--- src/rtl/output_arbiter.sv ---
// Output-port arbiter: filters routed flits by target code into one small FIFO per input,
// then forwards one flit per cycle round-robin into a registered valid/ready output.
module output_arbiter #(
    parameter logic [2:0] PORT_ID = 3'b001,
    parameter int         DEPTH   = 2
) (
    input  logic         clk,
    input  logic         RST,
    input  logic [114:0] in_data,
    input  logic [4:0]   in_valid,
    output logic [19:0]  out_data,
    output logic         out_valid,
    input  logic         out_ready,
    output logic [4:0]   overflow
);

    localparam int AW = $clog2(DEPTH);
    localparam int CW = $clog2(DEPTH + 1);

    logic [19:0]   mem    [5][DEPTH];
    logic [AW-1:0] wr_ptr [5];
    logic [AW-1:0] rd_ptr [5];
    logic [CW-1:0] count  [5];

    logic [4:0] wr_req;
    logic [4:0] nonempty;
    logic [4:0] accept;
    logic [4:0] pop;
    logic [2:0] rr_ptr;
    logic [2:0] grant;
    logic       grant_vld;
    logic       out_free;
    logic [3:0] scan_idx;
    logic [19:0] head_word;

    // Handshake: a flit transfers on a rising edge where out_valid && out_ready; while
    // out_valid && !out_ready the output register and everything behind it is held.
    assign out_free = !out_valid || out_ready;

    always_comb begin
        wr_req   = '0;
        nonempty = '0;
        for (int i = 0; i < 5; i++) begin
            wr_req[i]   = in_valid[i] && (in_data[23*i +: 3] == PORT_ID) &&
                          (in_data[23*i +: 3] != 3'b000);
            nonempty[i] = (count[i] != '0);
        end
    end

    // Scan from the farthest candidate back to rr_ptr so the closest non-empty FIFO wins.
    always_comb begin
        grant     = '0;
        grant_vld = 1'b0;
        scan_idx  = '0;
        for (int k = 4; k >= 0; k--) begin
            scan_idx = {1'b0, rr_ptr} + 4'(k);
            if (scan_idx >= 4'd5) scan_idx = scan_idx - 4'd5;
            if (nonempty[scan_idx[2:0]]) begin
                grant     = scan_idx[2:0];
                grant_vld = 1'b1;
            end
        end
    end

    always_comb begin
        pop    = '0;
        accept = '0;
        for (int i = 0; i < 5; i++) begin
            pop[i]    = out_free && grant_vld && (grant == 3'(i));
            accept[i] = wr_req[i] && ((count[i] != CW'(DEPTH)) || pop[i]);
        end
    end

    assign head_word = mem[grant][rd_ptr[grant]];

    always_ff @(posedge clk) begin
        for (int i = 0; i < 5; i++) begin
            if (accept[i]) mem[i][wr_ptr[i]] <= in_data[23*i+3 +: 20];
        end
    end

    always_ff @(posedge clk or negedge RST) begin
        if (!RST) begin
            for (int i = 0; i < 5; i++) begin
                wr_ptr[i] <= '0;
                rd_ptr[i] <= '0;
                count[i]  <= '0;
            end
            overflow  <= '0;
            rr_ptr    <= '0;
            out_valid <= 1'b0;
            out_data  <= '0;
        end else begin
            for (int i = 0; i < 5; i++) begin
                if (accept[i]) wr_ptr[i] <= wr_ptr[i] + AW'(1);
                if (pop[i])    rd_ptr[i] <= rd_ptr[i] + AW'(1);
                if (accept[i] && !pop[i])      count[i] <= count[i] + CW'(1);
                else if (!accept[i] && pop[i]) count[i] <= count[i] - CW'(1);
                if (wr_req[i] && !accept[i])   overflow[i] <= 1'b1;
            end
            if (out_free) begin
                if (grant_vld) begin
                    out_valid <= 1'b1;
                    out_data  <= head_word;
                    rr_ptr    <= (grant == 3'd4) ? 3'd0 : grant + 3'd1;
                end else begin
                    out_valid <= 1'b0;
                end
            end
        end
    end

endmodule

--- config.mk ---
export PLATFORM = sky130hd
export DESIGN_NAME = output_arbiter
export DESIGN_NICKNAME = d
export VERILOG_FILES = /design/src/rtl/output_arbiter.sv
export SDC_FILE = /design/constraint.sdc
export NUM_CORES = 1
export LEC_CHECK = 0
export CAP_MARGIN = 20
export CELL_PAD_IN_SITES_DETAIL_PLACEMENT = 0
export CELL_PAD_IN_SITES_GLOBAL_PLACEMENT = 2
export CORE_MARGIN = 2
export CORE_UTILIZATION = 42
export CTS_CLUSTER_SIZE = 28
export DETAILED_ROUTE_END_ITERATION = 12
export HOLD_SLACK_MARGIN = 0.12
export PLACE_DENSITY = 0.9
export REMOVE_ABC_BUFFERS = 1
export SETUP_SLACK_MARGIN = 0.1
export SYNTH_ARGS = -nofsm -noshare
export SYNTH_HDL_FRONTEND = slang
export SYNTH_SLANG_ARGS = --single-unit
--- constraint.sdc ---
create_clock -name clk -period 9.9 [get_ports clk]
set_input_delay 1.98 -clock clk [delete_from_list [all_inputs] [get_ports clk]]
set_output_delay 1.98 -clock clk [all_outputs]
set_load 0.1 [all_outputs]
==> implementation parameters, run 1 <==
Parameter                              Value

Die
  Chip height    165 um
  Total die area    27,100 um^2
  Die W    165 um
  Area of the placeable core    25,300 um^2
  Initial cell density of the core    0.429
  Number of primary I/O pins    149
  Standard-cell rows    58

STA
  Worst max-slew margin expressed relative to the limit    0.264
  Fmax    162 MHz
  Setup tns final    0 ns
  Final setup slack of the worst path    3.74 ns
  Slew at the pin closest to its max-slew limit    1.10 ns
  Final hold slack    0.463 ns
  Setup violation total in the final timing report    0
  Final number of max-transition violations    0
  Post-route fraction of the period consumed by the critical path    0.623
  Crit path time final    6.16 ns
  RSZ-0062 raised after global routing    no
  Number of hold violations in the final report    0
  Worst Clk Skew    0.0202 ns

Route
  Remaining number of nets flagged by the antenna check after routing    0
  Via density per instance    5.44
  DRC    0
  Vias    6,730
  Overall routed net length    26.3 mm
  First DRT Iteration DRCs    552
  Avg WL per Cell    21.2 um
  Number of iterations in the first detailed-routing pass    5

Yosys
  Portion of netlist area occupied by mux cells    0.0826
  Sequential share of the synthesized area    0.667
  Flop and latch count out of synthesis    249
  Average size of a mapped cell    14.8 um^2
  Dominant cell type by area after synthesis    edfxtp_1
  Dominant cells by area after synthesis    edfxtp_1, dfrtp_1, mux2i_1, o22ai_1, ha_1
  Largest family of logic cells by synthesized area    compound AO/OA/AOI/OAI gates
  Simple-gate portion of the synthesized area    0.0744
  Synth Area in Adders    0.0203
  Post-synth EDFFs    200
  Post-synthesis compound-gate area fraction    0.109
  Post-synthesis instance area    10,800 um^2
  Post-synthesis instance total    731
  Area share of xor/xnor cells in the synthesized design    0.0234
  Primary flip-flop cell chosen by synthesis mapping    edfxtp_1
  Portion of synthesized cell area occupied by the leading cell type    0.554
  Number of warnings issued by yosys    0
  Cell variety after synth    68
  Share of synthesized registers carrying an async set or reset    0.197

Job
  Total of max-cap violations    0

Clocking
  Count of hold-fix buffers inserted at cts    0
  Maximum buffer depth of the clock tree    3
  Number of buffers created by CTS    27
  Reg clk slew, reported paths    0.06 ns
  Later-pin clock latency in the skew report    0.53 ns
  Clock Root Buffer    clkbuf_16
  Clock Sink Count    249
  Post-CTS setup-driven buffer insertion count    0
  CTS HTree Levels    1
  Post-cts repair resize count    0
  Clock tree from TritonCTS    done

Worst setup path
  WP data required    10.35 ns
  Sort of element at the end of the critical path    flop
  Nature of the critical path startpoint    flop
  Critical path peak fanout    44
  Kind of critical path    reg -> reg
  Arr. time, crit path    6.62 ns

GRT
  Wire length of the first global-routing pass    39.6 mm
  Met2 track utilization from global routing    0.307
  Via count of the first global-routing pass    6,815
  Number of antenna violations at the first check in global routing    0
  Maximum number of pins on one net before global-route repair    64
  GR met1 Demand/Resource    0.284
  Global-route congestion overflow total    0
  Most used routing layer in global routing    met2
  Met3 usage    0.0296
  GR Util All Layers    0.195

Place
  Worst slack at placement    3.79 ns
  Port bufs    148
  Total half-perimeter wirelength after legalization and detailed placement    17.5 mm
  RePlAce Congestion    0.802

Final layout
  Layout Utilization    0.535
  Fraction of layout cells with a size suffix above 1    0.0969
  Highest-count cells in the layout ignoring fill and taps    edfxtp_1, clkdlybuf4s50_1, mux2i_1, dfrtp_1, nor2_1
  Relative area change from synthesis to final layout    24.7%
  Total number of nets in the final design    1,029
  Ant. Diodes    0
  Most frequent standard cell in the layout excluding fill and tap cells    edfxtp_1
  Filler cell count    2,144

Outcome
  Status    complete, no violations

Min path
  Path class of the lowest-slack min-delay path    reg -> reg
==> state kept, by name, summed over array words and instances, names as in the netlist <==
signal,cells
count,10
mem,200
out_data,20
out_valid,1
overflow,5
rd_ptr,5
rr_ptr,3
wr_ptr,5
==> routing by layer <==
layer / share of wire / vias to the layer above
li1: - / 3167
met1: 0.46 / 3287
met2: 0.46 / 240
met3: 0.062 / 36
met4: 0.020 / 0
met5: 0 / -
==> logic make-up (layout without fill, tap and decap cells) <==
family,Yosys count,in the layout
AOI/OAI and AO/OA,146,146
xor gates and xnor gates,29,29
adders and majority gates,17,17
buffers and inverters,52,229
DFF,249,249
muxes,87,87
and+or+nand+nor,151,151
==> critical path, stage by stage, from the launching register on <==
cell	delay, ns
dfrtp_1	0.68
inv_1	0.22
ha_1	0.48
inv_2	0.06
o21ai_1	0.27
nor4_1	0.08
or4_1	0.57
o21ai_2	0.27
a31oi_1	0.17
o31ai_4	0.19
buf_4	0.51
nand2b_2	0.91
o221ai_2	0.43
nor2_2	0.94
a221o_1	0.29
==> final timing paths <==
kind	from	endpoint	slack, ns	cells after the start
setup / recovery	rr_ptr[2]	out_data[1]	3.74	14
hold / removal	overflow[4]	overflow[4]	0.46	1
min in group asynchronous	RST	wr_ptr[0]	1.58	2
hold reg to reg	overflow[4]	overflow[4]	0.46	1
setup reg to reg	rr_ptr[2]	out_data[1]	3.74	14
max in group asynchronous	RST	count[3]	7.85	2
==> layout make-up <==
type	count	area [um^2]	share of cell area
flip-flops and latches	249	7230	0.535
multi-input cells	430	3390	0.251
repair buffers	165	1620	0.120
clock buffers	34	702	0.0519
well taps	330	413	0.0305
clock inverters	14	93.8	0.00694
inverters	16	60.1	0.00444
==> metrics by stage <==
stage               std cells  area, um^2
detailed placement       1190       12700
floorplan                 695       10700
finish                   1238       13500
global placement         1189       12700
CTS                      1238       13500
global route             1238       13500
==> cell usage after synthesis (all sizes together) (3+ instances only) <==
master	n
edfxtp	200
mux2i	85
dfrtp	49
nor2	44
o22ai	34
nand2	25
buf	20
a21oi	17
a21o	16
clkbuf	16
ha	16
inv	16
a211oi	15
xnor2	15
xor2	14
a2111oi	12
o221ai	11
and3	10
nand2b	10
nor2b	10
nor3	10
a221o	9
o21ai	8
and2	7
or2	7
nor4	5
o31ai	5
a31oi	4
and3b	4
nor4bb	4
nand3	3
or3	3
or4	3
Power of run 1 is not shown: default switching activity piles up to over one toggle a cycle in this logic, so the estimate is an artifact.
==> run 2, diff against run 1 <==
CORE_UTILIZATION = 35   (was 42)
PLACE_DENSITY = 0.81   (was 0.9)
clock period = 5.3 ns   (was 9.9 ns; I/O delays follow)
==> implementation parameters, run 2 (synthesized netlist as in run 1, its figures left out) <==
Parameter                              Value

Place
  RePlAce Congestion    0.809
  Worst slack at placement    0.331 ns
  Cell count after placement    1,274
  Port bufs    148
  Total half-perimeter wirelength after legalization and detailed placement    20.0 mm

Die
  Total die area    32,400 um^2
  Number of primary I/O pins    149
  Chip height    180 um
  Standard-cell rows    64
  Area of the placeable core    30,500 um^2
  Initial cell density of the core    0.355
  Die W    180 um

Route
  Overall routed net length    28.8 mm
  DRC    0
  Remaining number of nets flagged by the antenna check after routing    0
  Via density per instance    5.22
  First DRT Iteration DRCs    466
  Vias    6,904
  Avg WL per Cell    21.8 um
  Number of iterations in the first detailed-routing pass    4

Final layout
  Fraction of layout cells with a size suffix above 1    0.129
  Most frequent standard cell in the layout excluding fill and tap cells    edfxtp_1
  Relative area change from synthesis to final layout    28.0%
  Final cell count without fillers    1,322
  Ant. Diodes    0
  Total number of nets in the final design    1,046
  Highest-count cells in the layout ignoring fill and taps    edfxtp_1, clkdlybuf4s50_1, mux2i_1, dfrtp_1, nor2_1
  Flip-flop count of the largest register, all copies and words added    200
  Filler cell count    2,686

STA
  Slew at the pin closest to its max-slew limit    1.04 ns
  Final setup slack of the worst path    0.437 ns
  Number of hold violations in the final report    0
  Worst Clk Skew    0.0217 ns
  Fmax    206 MHz
  Final hold slack    0.458 ns
  Crit path time final    4.86 ns
  Setup violation total in the final timing report    0
  RSZ-0062 raised after global routing    no
  Worst max-slew margin expressed relative to the limit    0.306
  Post-route fraction of the period consumed by the critical path    0.917
  Final number of max-transition violations    0

Worst setup path
  Sort of element at the end of the critical path    flop
  WP data required    5.71 ns
  Kind of critical path    reg -> reg
  Arr. time, crit path    5.27 ns
  Nature of the critical path startpoint    flop
  Critical path peak fanout    13

GRT
  Via count of the first global-routing pass    7,160
  Number of antenna violations at the first check in global routing    0
  GR Util All Layers    0.175
  Maximum number of pins on one net before global-route repair    50
  Wire length of the first global-routing pass    43.2 mm
  Global-route congestion overflow total    0

Clocking
  Later-pin clock latency in the skew report    0.54 ns
  Clock tree from TritonCTS    done
  Maximum buffer depth of the clock tree    3
  Clock Sink Count    249
  Reg clk slew, reported paths    0.07 ns
  CTS HTree Levels    1
  Count of hold-fix buffers inserted at cts    0
  Number of buffers created by CTS    26
  Clock Root Buffer    clkbuf_16

Outcome
  Status    complete, no violations

Job
  Total of max-cap violations    0

Min path
  Path class of the lowest-slack min-delay path    reg -> reg
-- run 2: cell types whose count changed in the layout (fill, tap and decap cells not counted), sizes merged --
cell / delta
buf: +18
bufinv: +4
clkbuf: -4
clkinv: -1
clkinvlp: +2
inv: -1
-- run 2: layout make-up --
type                       count  area [um^2]  share of cell area
sequential                   249         7230               0.521
clock inverter                18          234              0.0169
multi-input combinational    430         3390               0.244
clock buffer                  30          696              0.0501
timing repair buffer         183         1770               0.128
inverter                      16         60.1             0.00433
tap                          396          495              0.0357
-- run 2: path summary, 6_finish.rpt --
kind	start	to	slack, ns	depth (start not counted)
max	rr_ptr[1]	out_data[8]	0.44	17
min in group asynchronous	RST	out_data[14]	0.66	2
max reg2reg	rr_ptr[1]	out_data[8]	0.44	17
max in group asynchronous	RST	rr_ptr[1]	4.11	2
min	overflow[4]	overflow[4]	0.46	1
min reg2reg	overflow[4]	overflow[4]	0.46	1
-- run 2: stage by stage --
step                      instance area [um^2]  TNS, ns  utilization
final                                    13900        0        0.455
after detailed placement                 12900        0        0.424
after floorplan                          10700  -722.09            -
after global routing                     13900        0        0.455
after global placement                   12900        0        0.424
after CTS                                13900        0        0.455
-- run 2: timing repair --
action | 4_1_cts | 5_1_grt
resized for setup | 0 | 3
setup buffers | 0 | 0
hold endpoints to repair | 0 | 0
endpoints found under the setup margin | 0 | 124
-- run 2: routing by layer --
metal | track usage | part of all wire
met2 | 0.295 | 0.48
met1 | 0.237 | 0.44
met4 | 0.0552 | 0.026
met3 | 0.0216 | 0.048
met5 | 0 | 0
-- run 2: worst max-delay path, cell delays in order, from the launching register on --
cell,delay (ns)
dfrtp_2,0.48
inv_2,0.14
ha_1,0.23
ha_1,0.42
inv_2,0.06
o21ai_1,0.29
nor4_1,0.11
or4_1,0.57
o21ai_2,0.25
nor3_1,0.10
a211oi_2,0.29
o41ai_4,0.12
buf_4,0.18
mux2i_1,0.16
o221ai_2,0.70
nor2_2,0.07
buf_4,0.24
a221o_1,0.32
Power of run 2 is left out for the same reason.
